--- src/rtl/operand_stream_feeder_pkg.sv ---
// Shared types and constants for the operand stream feeder.
package feeder_pkg;

  typedef enum logic [1:0] {IDLE, RUN, DRAIN, DONE} feeder_state_t;

  localparam int unsigned FIFO_DEPTH = 2;
  localparam int unsigned FIFO_CNT_W = $clog2(FIFO_DEPTH + 1);

endpackage

--- src/rtl/operand_stream_feeder_if.sv ---
// Operand handshake between the feeder (master) and the convolution controller (slave).
interface operand_stream_feeder_if #(
  parameter int unsigned DATA_WIDTH = 16
);

  logic                  write_af;
  logic                  write_as;
  logic                  write_bf;
  logic                  write_bs;
  logic                  ready;
  logic                  valid;
  logic [DATA_WIDTH-1:0] data_out;

  modport master (
    input  write_af, write_as, write_bf, write_bs, ready,
    output valid, data_out
  );

  modport slave (
    output write_af, write_as, write_bf, write_bs, ready,
    input  valid, data_out
  );

endinterface

--- src/rtl/operand_stream_feeder_fifo.sv ---
// Two-entry register FIFO used as the per-stream prefetch buffer.
module prefetch_fifo2
  import feeder_pkg::*;
#(
  parameter int unsigned DATA_WIDTH = 16
) (
  input  logic                  clk,
  input  logic                  arst_n_in,
  input  logic                  clear_i,
  input  logic                  push_i,
  input  logic                  pop_i,
  input  logic [DATA_WIDTH-1:0] din_i,
  output logic                  empty_o,
  output logic [FIFO_CNT_W-1:0] count_o,
  output logic [DATA_WIDTH-1:0] head_o
);

  logic [DATA_WIDTH-1:0] head_q, head_d;
  logic [DATA_WIDTH-1:0] tail_q, tail_d;
  logic [FIFO_CNT_W-1:0] count_q, count_d;
  logic                  do_push, do_pop;

  assign do_push = push_i && (count_q != FIFO_CNT_W'(FIFO_DEPTH));
  assign do_pop  = pop_i && (count_q != '0);

  always_comb begin
    head_d  = head_q;
    tail_d  = tail_q;
    count_d = count_q;
    if (clear_i) begin
      head_d  = '0;
      tail_d  = '0;
      count_d = '0;
    end else begin
      unique case ({do_push, do_pop})
        2'b10: begin
          if (count_q == '0) head_d = din_i;
          else               tail_d = din_i;
          count_d = count_q + 1'b1;
        end
        2'b01: begin
          head_d  = tail_q;
          count_d = count_q - 1'b1;
        end
        // Simultaneous push/pop only occurs with one entry: the new word becomes head.
        2'b11: head_d = din_i;
        default: ;
      endcase
    end
  end

  always_ff @(posedge clk or negedge arst_n_in) begin
    if (!arst_n_in) begin
      head_q  <= '0;
      tail_q  <= '0;
      count_q <= '0;
    end else begin
      head_q  <= head_d;
      tail_q  <= tail_d;
      count_q <= count_d;
    end
  end

  assign empty_o = (count_q == '0);
  assign count_o = count_q;
  assign head_o  = head_q;

endmodule

--- src/rtl/operand_stream_feeder.sv ---
// Streams activation and weight words from two operand SRAMs to the controller handshake.
module operand_stream_feeder
  import feeder_pkg::*;
#(
  parameter int unsigned DATA_WIDTH = 16,
  parameter int unsigned ADDR_WIDTH = 20,
  parameter int unsigned A_BEATS    = 4096,
  parameter int unsigned W_BEATS    = 1024
) (
  input  logic                  clk,
  input  logic                  arst_n_in,
  input  logic                  start,
  output logic                  running,
  output logic                  done,
  output logic                  act_mem_re,
  output logic [ADDR_WIDTH-1:0] act_mem_addr,
  input  logic [DATA_WIDTH-1:0] act_mem_rdata,
  output logic                  w_mem_re,
  output logic [ADDR_WIDTH-1:0] w_mem_addr,
  input  logic [DATA_WIDTH-1:0] w_mem_rdata,
  output logic                  protocol_err,
  operand_stream_feeder_if.master bus
);

  localparam logic [ADDR_WIDTH-1:0] A_TOTAL = ADDR_WIDTH'(A_BEATS);
  localparam logic [ADDR_WIDTH-1:0] W_TOTAL = ADDR_WIDTH'(W_BEATS);
  localparam int unsigned           OCC_W   = FIFO_CNT_W + 1;

  feeder_state_t         state_q, state_d;
  logic [ADDR_WIDTH-1:0] a_cnt_q, a_cnt_d, w_cnt_q, w_cnt_d;
  logic                  a_infl_q, w_infl_q, err_q;
  logic                  fifo_clear, a_pop, w_pop, a_empty, w_empty;
  logic [FIFO_CNT_W-1:0] a_count, w_count;
  logic [DATA_WIDTH-1:0] a_head, w_head, data_sel;
  logic                  sel_a, sel_w, valid_sel;
  logic                  a_left, w_left, a_room, w_room;

  assign sel_a  = bus.write_af | bus.write_as;
  assign sel_w  = bus.write_bf | bus.write_bs;
  assign a_left = (a_cnt_q < A_TOTAL);
  assign w_left = (w_cnt_q < W_TOTAL);
  // Words in flight count against FIFO space so a returning read always has a slot.
  assign a_room = (OCC_W'(a_count) + OCC_W'(a_infl_q)) < OCC_W'(FIFO_DEPTH);
  assign w_room = (OCC_W'(w_count) + OCC_W'(w_infl_q)) < OCC_W'(FIFO_DEPTH);

  always_comb begin
    state_d    = state_q;
    a_cnt_d    = a_cnt_q;
    w_cnt_d    = w_cnt_q;
    fifo_clear = 1'b0;
    act_mem_re = 1'b0;
    w_mem_re   = 1'b0;
    unique case (state_q)
      IDLE: begin
        if (start) begin
          state_d    = RUN;
          a_cnt_d    = '0;
          w_cnt_d    = '0;
          fifo_clear = 1'b1;
        end
      end
      RUN: begin
        act_mem_re = a_left && a_room;
        w_mem_re   = w_left && w_room;
        if (act_mem_re) a_cnt_d = a_cnt_q + 1'b1;
        if (w_mem_re)   w_cnt_d = w_cnt_q + 1'b1;
        if (!a_left && !w_left) state_d = DRAIN;
      end
      DRAIN: begin
        if (a_empty && w_empty && !a_infl_q && !w_infl_q) state_d = DONE;
      end
      DONE:    state_d = IDLE;
      default: state_d = IDLE;
    endcase
  end

  always_ff @(posedge clk or negedge arst_n_in) begin
    if (!arst_n_in) begin
      state_q  <= IDLE;
      a_cnt_q  <= '0;
      w_cnt_q  <= '0;
      a_infl_q <= 1'b0;
      w_infl_q <= 1'b0;
      err_q    <= 1'b0;
    end else begin
      state_q  <= state_d;
      a_cnt_q  <= a_cnt_d;
      w_cnt_q  <= w_cnt_d;
      a_infl_q <= act_mem_re;
      w_infl_q <= w_mem_re;
      if (sel_a && sel_w) err_q <= 1'b1;
    end
  end

  // Weight wins when both streams are requested.
  always_comb begin
    valid_sel = 1'b0;
    data_sel  = '0;
    a_pop     = 1'b0;
    w_pop     = 1'b0;
    if (sel_w) begin
      valid_sel = !w_empty;
      data_sel  = w_head;
      w_pop     = !w_empty && bus.ready;
    end else if (sel_a) begin
      valid_sel = !a_empty;
      data_sel  = a_head;
      a_pop     = !a_empty && bus.ready;
    end
  end

  prefetch_fifo2 #(.DATA_WIDTH(DATA_WIDTH)) u_act_fifo (
    .clk       (clk),
    .arst_n_in (arst_n_in),
    .clear_i   (fifo_clear),
    .push_i    (a_infl_q),
    .pop_i     (a_pop),
    .din_i     (act_mem_rdata),
    .empty_o   (a_empty),
    .count_o   (a_count),
    .head_o    (a_head)
  );

  prefetch_fifo2 #(.DATA_WIDTH(DATA_WIDTH)) u_w_fifo (
    .clk       (clk),
    .arst_n_in (arst_n_in),
    .clear_i   (fifo_clear),
    .push_i    (w_infl_q),
    .pop_i     (w_pop),
    .din_i     (w_mem_rdata),
    .empty_o   (w_empty),
    .count_o   (w_count),
    .head_o    (w_head)
  );

  assign bus.valid    = valid_sel;
  assign bus.data_out = data_sel;
  assign act_mem_addr = a_cnt_q;
  assign w_mem_addr   = w_cnt_q;
  assign running      = (state_q == RUN) || (state_q == DRAIN);
  assign done         = (state_q == DONE);
  assign protocol_err = err_q;

endmodule
--- src/flat_wrapper.sv ---
// flat-port wrapper written by rule: the top's interface ports become plain ports
module operand_stream_feeder_flat import feeder_pkg::*;
#(
  parameter int unsigned DATA_WIDTH = 16,
  parameter int unsigned ADDR_WIDTH = 20,
  parameter int unsigned A_BEATS    = 4096,
  parameter int unsigned W_BEATS    = 1024
)
  (clk, arst_n_in, start, running, done, act_mem_re, act_mem_addr, act_mem_rdata, w_mem_re, w_mem_addr, w_mem_rdata, protocol_err, bus_write_af, bus_write_as, bus_write_bf, bus_write_bs, bus_ready, bus_valid, bus_data_out);
  operand_stream_feeder_if #(.DATA_WIDTH(DATA_WIDTH)) bus_i ();
  input  logic clk;
  input  logic arst_n_in;
  input  logic start;
  output logic running;
  output logic done;
  output logic act_mem_re;
  output logic [ADDR_WIDTH-1:0] act_mem_addr;
  input  logic [DATA_WIDTH-1:0] act_mem_rdata;
  output logic w_mem_re;
  output logic [ADDR_WIDTH-1:0] w_mem_addr;
  input  logic [DATA_WIDTH-1:0] w_mem_rdata;
  output logic protocol_err;
  input wire logic [$bits(bus_i.write_af)-1:0] bus_write_af;
  input wire logic [$bits(bus_i.write_as)-1:0] bus_write_as;
  input wire logic [$bits(bus_i.write_bf)-1:0] bus_write_bf;
  input wire logic [$bits(bus_i.write_bs)-1:0] bus_write_bs;
  input wire logic [$bits(bus_i.ready)-1:0] bus_ready;
  output wire logic [$bits(bus_i.valid)-1:0] bus_valid;
  output wire logic [$bits(bus_i.data_out)-1:0] bus_data_out;
  assign bus_i.write_af = bus_write_af;
  assign bus_i.write_as = bus_write_as;
  assign bus_i.write_bf = bus_write_bf;
  assign bus_i.write_bs = bus_write_bs;
  assign bus_i.ready = bus_ready;
  assign bus_valid = bus_i.valid;
  assign bus_data_out = bus_i.data_out;
  operand_stream_feeder #(.DATA_WIDTH(DATA_WIDTH), .ADDR_WIDTH(ADDR_WIDTH), .A_BEATS(A_BEATS), .W_BEATS(W_BEATS)) u_core (.clk(clk), .arst_n_in(arst_n_in), .start(start), .running(running), .done(done), .act_mem_re(act_mem_re), .act_mem_addr(act_mem_addr), .act_mem_rdata(act_mem_rdata), .w_mem_re(w_mem_re), .w_mem_addr(w_mem_addr), .w_mem_rdata(w_mem_rdata), .protocol_err(protocol_err), .bus(bus_i));
endmodule
--- config.mk ---
export PLATFORM = sky130hd
export DESIGN_NAME = operand_stream_feeder_flat
export DESIGN_NICKNAME = d
export VERILOG_FILES = /design/src/rtl/operand_stream_feeder_pkg.sv /design/src/rtl/operand_stream_feeder_if.sv /design/src/rtl/operand_stream_feeder_fifo.sv /design/src/rtl/operand_stream_feeder.sv /design/src/flat_wrapper.sv
export SDC_FILE = /design/constraint.sdc
export NUM_CORES = 1
export LEC_CHECK = 0
export BUFFER_PORTS_ARGS = -buffer_cell sky130_fd_sc_hd__buf_2
export CORE_ASPECT_RATIO = 1.75
export CORE_MARGIN = 3
export CORE_UTILIZATION = 45
export DETAILED_ROUTE_END_ITERATION = 16
export HOLD_SLACK_MARGIN = 0.08
export PLACE_DENSITY = 0.77
export SETUP_SLACK_MARGIN = 0.4
export SLEW_MARGIN = 20
export SYNTH_ARGS = -nofsm -noshare
export SYNTH_HDL_FRONTEND = slang
export SYNTH_HIERARCHICAL = 1
export SYNTH_SLANG_ARGS = --single-unit
--- constraint.sdc ---
create_clock -name clk -period 2.59 [get_ports clk]
set_clock_uncertainty 0.1 [all_clocks]
set_input_delay 0.6475 -clock clk [delete_from_list [all_inputs] [get_ports clk]]
set_output_delay 0.6475 -clock clk [all_outputs]
set_load 0.02 [all_outputs]
==> impl_metrics.json, run 1 <==
{
  "power.share.clock_pct": 21.9,
  "drt_iter0_markers": 402,
  "synthSimpleGateAreaFrac_pct": 21.3,
  "via_per_inst": 6.42,
  "seqPwrFrac_pct": 30.8,
  "dp_hpwl_mm": 11.8,
  "cts_buffer_depth": 2,
  "num-nets-final": 817,
  "worst_slew_pin_slew_ns": 0.793,
  "reg2reg_depth": 8,
  "max_freq_mhz": 389,
  "rows": 56,
  "worstPathRequired_ns": 1.84,
  "cp_max_fo": 2,
  "clockRootBuffer": "clkbuf_16",
  "num_vias": 6146,
  "finalPower_mw": 10.8,
  "combPwrFrac_pct": 47.4,
  "place_congestion": 0.851,
  "grtUsageTotal_pct": 24.7,
  "n_antenna_cell": 0,
  "synthMuxAreaShare_pct": 2.30,
  "p_per_area_mw_per_mm2": 1220,
  "cts_tree": "done",
  "io_buffers": 101,
  "clkSinkCount": 113,
  "intPower_mw": 6.39,
  "synth_cell_types": 60,
  "path_class": "flip-flop to output pin",
  "multi_input_area_sq_mm": 0.00363,
  "finalWorstSetupSlack_ns": 0.0182,
  "setup_viol": 0,
  "period_needed_ns": 2.57,
  "synth_compound_area_share_pct": 23.9,
  "slew_headroom_pct": 47.1,
  "regArea_sq_mm": 0.00284,
  "yosys.area_share.xor_xnor_pct": 0,
  "start_util_pct": 46.1,
  "ys_seq_elements": 113,
  "sw_frac_of_total_pct": 40.7,
  "netlist_area_sq_mm": 0.00621,
  "drive_above_1_share_pct": 43.4,
  "ios": 102,
  "cellLeakagePower_nw": 3.83,
  "switchingPower_mw": 4.39,
  "pre_cts_slack_ns": 0.0449,
  "min_period_over_period_pct": 99.3,
  "rsz0062_at_grt": "yes",
  "yosys_warnings": 6,
  "ys_seq_area_share_pct": 45.5,
  "synth_nets": 675,
  "die_w_microns": 94.8,
  "async_flop_share_pct": 100,
  "max-cap-violations": 0,
  "worstSetupEndpointType": "output pin",
  "syn_to_final_growth_pct": 42.1,
  "fin_util_pct": 65.6,
  "final_common_cell": "dfrtp_1",
  "grt_max_degree": 52,
  "drc": 0,
  "die_h_microns": 161,
  "synth_edf_count": 0,
  "final_cell_mix": "dfrtp_1, buf_2, nand2_1, a21oi_1, buf_4",
  "grt_pass1_vias": 5790,
  "stdcell_area_sq_mm": 0.00882,
  "vdd_drop_max_mv": 0.796,
  "clk_pin_slew_ns": 0.06,
  "dr.pass1.iters": 5,
  "cts_buffers": 17,
  "critPathLaunch": "u_core/act_mem_addr[14]$_DFFE_PN0P_",
  "r2r_end": "u_core/u_act_fifo/head_o[8]$_DFFE_PN0P_",
  "reg2reg_slack_ns": 0.29,
  "arrival_ns": 1.82,
  "synth-adder-area-share_pct": 1.41,
  "hold_class": "primary input to flip-flop",
  "routed_wl_mm": 22.9,
  "syn_inst": 628,
  "synthFlopType": "dfrtp_1",
  "startpoint_type": "flip-flop",
  "dieArea_sq_mm": 0.0153,
  "status": "complete, no violations",
  "cts_max_level": 4,
  "synth_top_family_by_area": "compound AO/OA/AOI/OAI gates",
  "clock_latency_ns": 0.41,
  "placed_cell_area_sq_mm": 0.00698,
  "ant_nets": 0,
  "slew_viol_final": 0,
  "grt_pass1_wl_mm": 29.3,
  "grt_overflow": 0,
  "grt_antenna_before_repair": 0,
  "avgSynthCellArea_sq_um": 9.89,
  "crit_end": "act_mem_re",
  "fillCellCount": 991,
  "core_sq_mm": 0.0135,
  "routedWlPerCell_microns": 24.0,
  "rr_startpoint": "u_core/u_act_fifo/count_o[1]$_DFFE_PN0P_",
  "hold_viol": 0
}
-- power groups by stage --
stage	clock network [mW]	registers (mW)	logic [mW]
floorplan	0	2.90	2.81
global placement	0	3.06	3.25
detailed placement	0	3.09	3.38
CTS	2.38	3.07	3.99
global route	2.47	3.35	5.37
finish	2.36	3.31	5.10
-- synthesized netlist by cell type (2+ instances only) --
| library cell | instances | area (sq um) |
|---|---|---|
| clkbuf_2 | 4 | 20.0 |
| or4_1 | 11 | 82.6 |
| and3_1 | 3 | 18.8 |
| or3_1 | 3 | 18.8 |
| nor3b_1 | 5 | 37.5 |
| a21oi_1 | 52 | 260 |
| nand4_1 | 5 | 31.3 |
| or3b_1 | 10 | 87.6 |
| o21ai_0 | 37 | 185 |
| or3b_2 | 22 | 193 |
| inv_1 | 9 | 33.8 |
| a21o_1 | 4 | 30.0 |
| o31ai_1 | 42 | 315 |
| o21a_1 | 5 | 37.5 |
| buf_4 | 3 | 22.5 |
| buf_1 | 3 | 11.3 |
| mux2_2 | 2 | 22.5 |
| a41oi_1 | 2 | 17.5 |
| nor2_1 | 16 | 60.1 |
| a31oi_2 | 20 | 250 |
| buf_2 | 12 | 60.1 |
| nor3_1 | 6 | 30.0 |
| ha_1 | 7 | 87.6 |
| nand2b_1 | 10 | 62.6 |
| a31oi_1 | 14 | 87.6 |
| dfrtp_1 | 113 | 2830 |
| nor4_4 | 2 | 42.5 |
| and2_1 | 19 | 119 |
| and3b_1 | 2 | 17.5 |
| clkbuf_1 | 22 | 82.6 |
| buf_6 | 10 | 113 |
| nand2_1 | 78 | 293 |
| nand3_1 | 10 | 50.1 |
| mux2i_1 | 12 | 120 |
| nor3b_2 | 2 | 25.0 |
| a21bo_4 | 2 | 32.5 |
| nor4_1 | 3 | 18.8 |
| and4_1 | 3 | 26.3 |
| nand3b_1 | 4 | 30.0 |
| o211ai_1 | 2 | 15.0 |
| a22o_1 | 16 | 140 |
| or2_2 | 3 | 18.8 |
-- kinds of logic after synthesis --
group / Yosys count
and+or+nand+nor: 224
AOI/OAI and AO/OA: 207
DFF: 113
buffers and inverters: 63
muxes: 14
adders and majority gates: 7
-- layout make-up --
type / count / share of cell area [%]
sequential: 113 / 32.2
tap: 174 / 2.47
clock inverter: 13 / 1.84
timing repair buffer: 173 / 16.9
inverter: 9 / 0.567
multi-input combinational: 456 / 41.2
clock buffer: 19 / 4.91
-- per-layer routing --
| metal | GRT usage [%] | vias up | routed length (microns) |
|---|---|---|---|
| met5 | 0 | - | 0 |
| met4 | 17.7 | 0 | 1800 |
| met3 | 5.87 | 138 | 1990 |
| met2 | 42.2 | 367 | 11800 |
| met1 | 25.9 | 3016 | 7320 |
| li1 | - | 2625 | - |
-- how the worst min path moves through the flow --
| stage | start | cells past startpoint | slack (ns) | endpoint |
|---|---|---|---|---|
| floorplan | arst_n_in | 0 | 0.25 | u_core/a_infl_q$_DFF_PN0_ |
| global placement | u_core/protocol_err$_DFFE_PN0P_ | 1 | 0.36 | u_core/protocol_err$_DFFE_PN0P_ |
| detailed placement | u_core/protocol_err$_DFFE_PN0P_ | 1 | 0.37 | u_core/protocol_err$_DFFE_PN0P_ |
| CTS | w_mem_rdata[4] | 3 | 0.37 | u_core/u_w_fifo/tail_q[4]$_DFFE_PN0P_ |
| global route | w_mem_rdata[0] | 3 | 0.39 | u_core/u_w_fifo/tail_q[0]$_DFFE_PN0P_ |
| finish | w_mem_rdata[14] | 3 | 0.39 | u_core/u_w_fifo/tail_q[14]$_DFFE_PN0P_ |
-- sequential cells by signal, summed over array words and instances, names as in the netlist --
name	cells
u_core/act_mem_addr	20
u_core/u_act_fifo/tail_q	16
u_core/state_q	2
u_core/w_mem_addr	20
u_core/u_w_fifo/tail_q	16
u_core/u_act_fifo/head_o	16
u_core/a_infl_q	1
u_core/u_act_fifo/count_o	2
u_core/u_w_fifo/head_o	16
u_core/protocol_err	1
u_core/u_w_fifo/count_o	2
u_core/w_infl_q	1
-- worst max-delay path: stages (launching register included) --
cell and delay, ns:
dfrtp_1 0.37, or4_4 0.56, nor4_4 0.28, buf_4 0.20
-- per-stage QoR --
stage          std cells  TNS (ns)  hold WS [ns]
5_1_grt              957   -0.0324         0.389
3_3_place_gp         875         0         0.361
6_report             957         0         0.392
3_5_place_dp         875         0         0.366
4_1_cts              934         0         0.372
2_1_floorplan        628         0         0.252
-- timing repair --
| item | in CTS | in global routing |
|---|---|---|
| resized for setup | 55 | 154 |
| endpoints found under the hold margin | 22 | 0 |
| pin swaps | 10 | 32 |
| cloned | 6 | 4 |
| setup buffers | 20 | 19 |
| setup endpoints to repair | 58 | 73 |
| hold buffers | 1 | 0 |
No activity file was read; power rests on OpenSTA's default activity.
==> inputs of run 2 (changes only) <==
Settings changed: ABC_AREA from default to 1.
==> impl_metrics.json, run 2 <==
{
  "status": "complete, no violations",
  "clockRootBuffer": "clkbuf_16",
  "worstPathRequired_ns": 1.84,
  "rows": 56,
  "yosys_warnings": 6,
  "drc": 0,
  "cts_tree": "done",
  "fin_cells": 1116,
  "routedWlPerCell_microns": 15.9,
  "cp_max_fo": 7,
  "ys_seq_area_share_pct": 45.3,
  "synth_cell_types": 39,
  "die_w_microns": 95.1,
  "netlist_area_sq_mm": 0.00625,
  "grt_max_degree": 49,
  "slew_viol_final": 0,
  "cts_buffer_depth": 2,
  "start_util_pct": 46.2,
  "cts_max_level": 4,
  "period_needed_ns": 2.27,
  "place_congestion": 0.819,
  "dp.cells": 1066,
  "placed_cell_area_sq_mm": 0.00689,
  "path_cells": "buf_4 > nor2_4 > buf_12 > buf_8 > nand3_2 > nand2_2 > buf_6",
  "setup-tns-final_ns": 0,
  "regArea_sq_mm": 0.00283,
  "switchingPower_mw": 3.53,
  "drive_above_1_share_pct": 30.5,
  "syn_to_final_growth_pct": 30.2,
  "seqPwrFrac_pct": 31.6,
  "num-nets-final": 977,
  "cts_buffers": 17,
  "routed_wl_mm": 17.7,
  "avgSynthCellArea_sq_um": 7.72,
  "dp_hpwl_mm": 11.3,
  "path_buf_inv": 4,
  "worst_slew_pin_slew_ns": 0.499,
  "synth_edf_count": 0,
  "p_per_area_mw_per_mm2": 1060,
  "grt_pass1_vias": 5719,
  "core_sq_mm": 0.0135,
  "synth_top_area_cell": "dfrtp_1",
  "finalPower_mw": 8.65,
  "final_common_cell": "nand2_1",
  "rsz0062_at_grt": "yes",
  "critPathSlowestCell": "buf_12",
  "final_cell_mix": "nand2_1, dfrtp_1, nand3_1, buf_2, nand2_2",
  "n_antenna_cell": 0,
  "synth.top_cell.area_share_pct": 45.3,
  "num_vias": 5925,
  "synthFlopType": "dfrtp_1",
  "io_buffers": 101,
  "multi_input_area_sq_mm": 0.00327,
  "sw_frac_of_total_pct": 40.8,
  "via_per_inst": 5.31,
  "setup_viol": 0,
  "ys_seq_elements": 113,
  "max_freq_mhz": 441,
  "grt_pass1_wl_mm": 27.2,
  "synth_top_cells_by_area": "dfrtp_1, nand2_1, nand3_1",
  "max-cap-violations": 0,
  "dr.pass1.iters": 5,
  "hold_class": "primary input to asynchronous set/reset pin",
  "synth_common_cells": "nand2_1, nand3_1, dfrtp_1",
  "clock_latency_ns": 0.41,
  "syn_inst": 809,
  "ant_nets": 0,
  "grtUsageTotal_pct": 22.5,
  "min_period_over_period_pct": 87.6,
  "hold_viol": 0,
  "ios": 102,
  "slew_headroom_pct": 66.7,
  "clk_pin_slew_ns": 0.05,
  "arrival_ns": 1.52,
  "cellLeakagePower_nw": 4.26,
  "synth_nets": 856,
  "reg2reg_slack_ns": 0.52,
  "dieArea_sq_mm": 0.0154,
  "clkSinkCount": 113,
  "combPwrFrac_pct": 40.5,
  "grt_overflow": 0,
  "die_h_microns": 162,
  "grt_antenna_before_repair": 0,
  "stdcell_area_sq_mm": 0.00813,
  "async_flop_share_pct": 100,
  "fillCellCount": 1154,
  "critPathMaxStageDelay_ns": 0.16,
  "worstSetupEndpointType": "output pin",
  "drt_iter0_markers": 354,
  "intPower_mw": 5.12,
  "vdd_drop_max_mv": 0.583,
  "path_delay_family": "buffers and inverters",
  "path_class": "primary input to output pin",
  "startpoint_type": "primary input",
  "power.share.clock_pct": 27.9,
  "synth.most_common_cell": "nand2_1"
}
[run 2: cell count changes in the layout (fill, tap and decap cells not counted), moves of 17 or more]
cell     previous run  this run
nand2_2             7        45
nand2_1            71       319
a31oi_2            19         0
a21oi_1            42         2
and2_1             17         0
nor2_1             11        43
inv_1               5        33
o31ai_1            30         1
or3b_4             22         0
nand3_1            10       106
[run 2: kinds of logic after synthesis]
kind of cell	synth area share [%]
compound gates	3.57
xor+xnor	1.26
fa+ha+maj	1.40
buf+inv	6.93
flops	45.3
simple gates	41.6
[run 2: final cells by class]
cell class | instances | share of cell area, %
repair buffers | 133 | 12.3
clock buffers | 22 | 5.95
flip-flops and latches | 113 | 34.9
inverters | 46 | 2.25
repair inverters | 1 | 0.108
clock inverters | 9 | 1.60
well taps | 174 | 2.68
multi-input cells | 618 | 40.2
[run 2: what timing repair did]
item                       4_1_cts  5_1_grt
setup buffers                   11        3
cloned                           3        2
hold buffers                     0        0
resized for setup               56       59
setup endpoints to repair       19       42
pin swaps                       13       16
[run 2: per-layer routing]
layer | track usage (%) | up-vias | part of all wire (%)
met5 | 0 | - | 0
met4 | 11.9 | 0 | 4.8
met3 | 4.73 | 51 | 5.0
met2 | 40.1 | 237 | 55
met1 | 24.2 | 2822 | 35
li1 | - | 2815 | -
[run 2: worst paths after layout]
| check | from | endpoint | cells after the start |
|---|---|---|---|
| setup / recovery | bus_write_bs | bus_data_out[2] | 7 |
| hold / removal | arst_n_in | u_core/u_w_fifo/tail_q[6]$_DFFE_PN0P_ | 1 |
| setup reg to reg | u_core/u_act_fifo/count_o[0]$_DFFE_PN0P_ | u_core/u_act_fifo/head_o[0]$_DFFE_PN0P_ | 10 |
| hold reg to reg | u_core/u_w_fifo/head_o[0]$_DFFE_PN0P_ | u_core/u_w_fifo/head_o[0]$_DFFE_PN0P_ | 2 |
| max in group asynchronous | arst_n_in | u_core/u_act_fifo/count_o[0]$_DFFE_PN0P_ | 2 |
| min in group clk | act_mem_rdata[4] | u_core/u_act_fifo/tail_q[4]$_DFFE_PN0P_ | 3 |
[run 2: power groups by stage]
stage / clock [mW] / sequential, mW / combinational [mW]
floorplan: 0 / 2.57 / 2.47
global placement: 0 / 2.68 / 2.98
detailed placement: 0 / 2.68 / 3.02
CTS: 2.44 / 2.68 / 3.25
global route: 2.54 / 2.78 / 3.86
finish: 2.41 / 2.73 / 3.50
[run 2: per-stage QoR]
step                      utilization, %  setup slack, ns  hold WS (ns)
final                               60.1            0.322         0.109
after global routing                60.1            0.242         0.111
after CTS                           57.9            0.343         0.116
after detailed placement            50.9           0.0323         0.340
after global placement              50.9           0.0804         0.350
after floorplan                        -            0.422         0.252
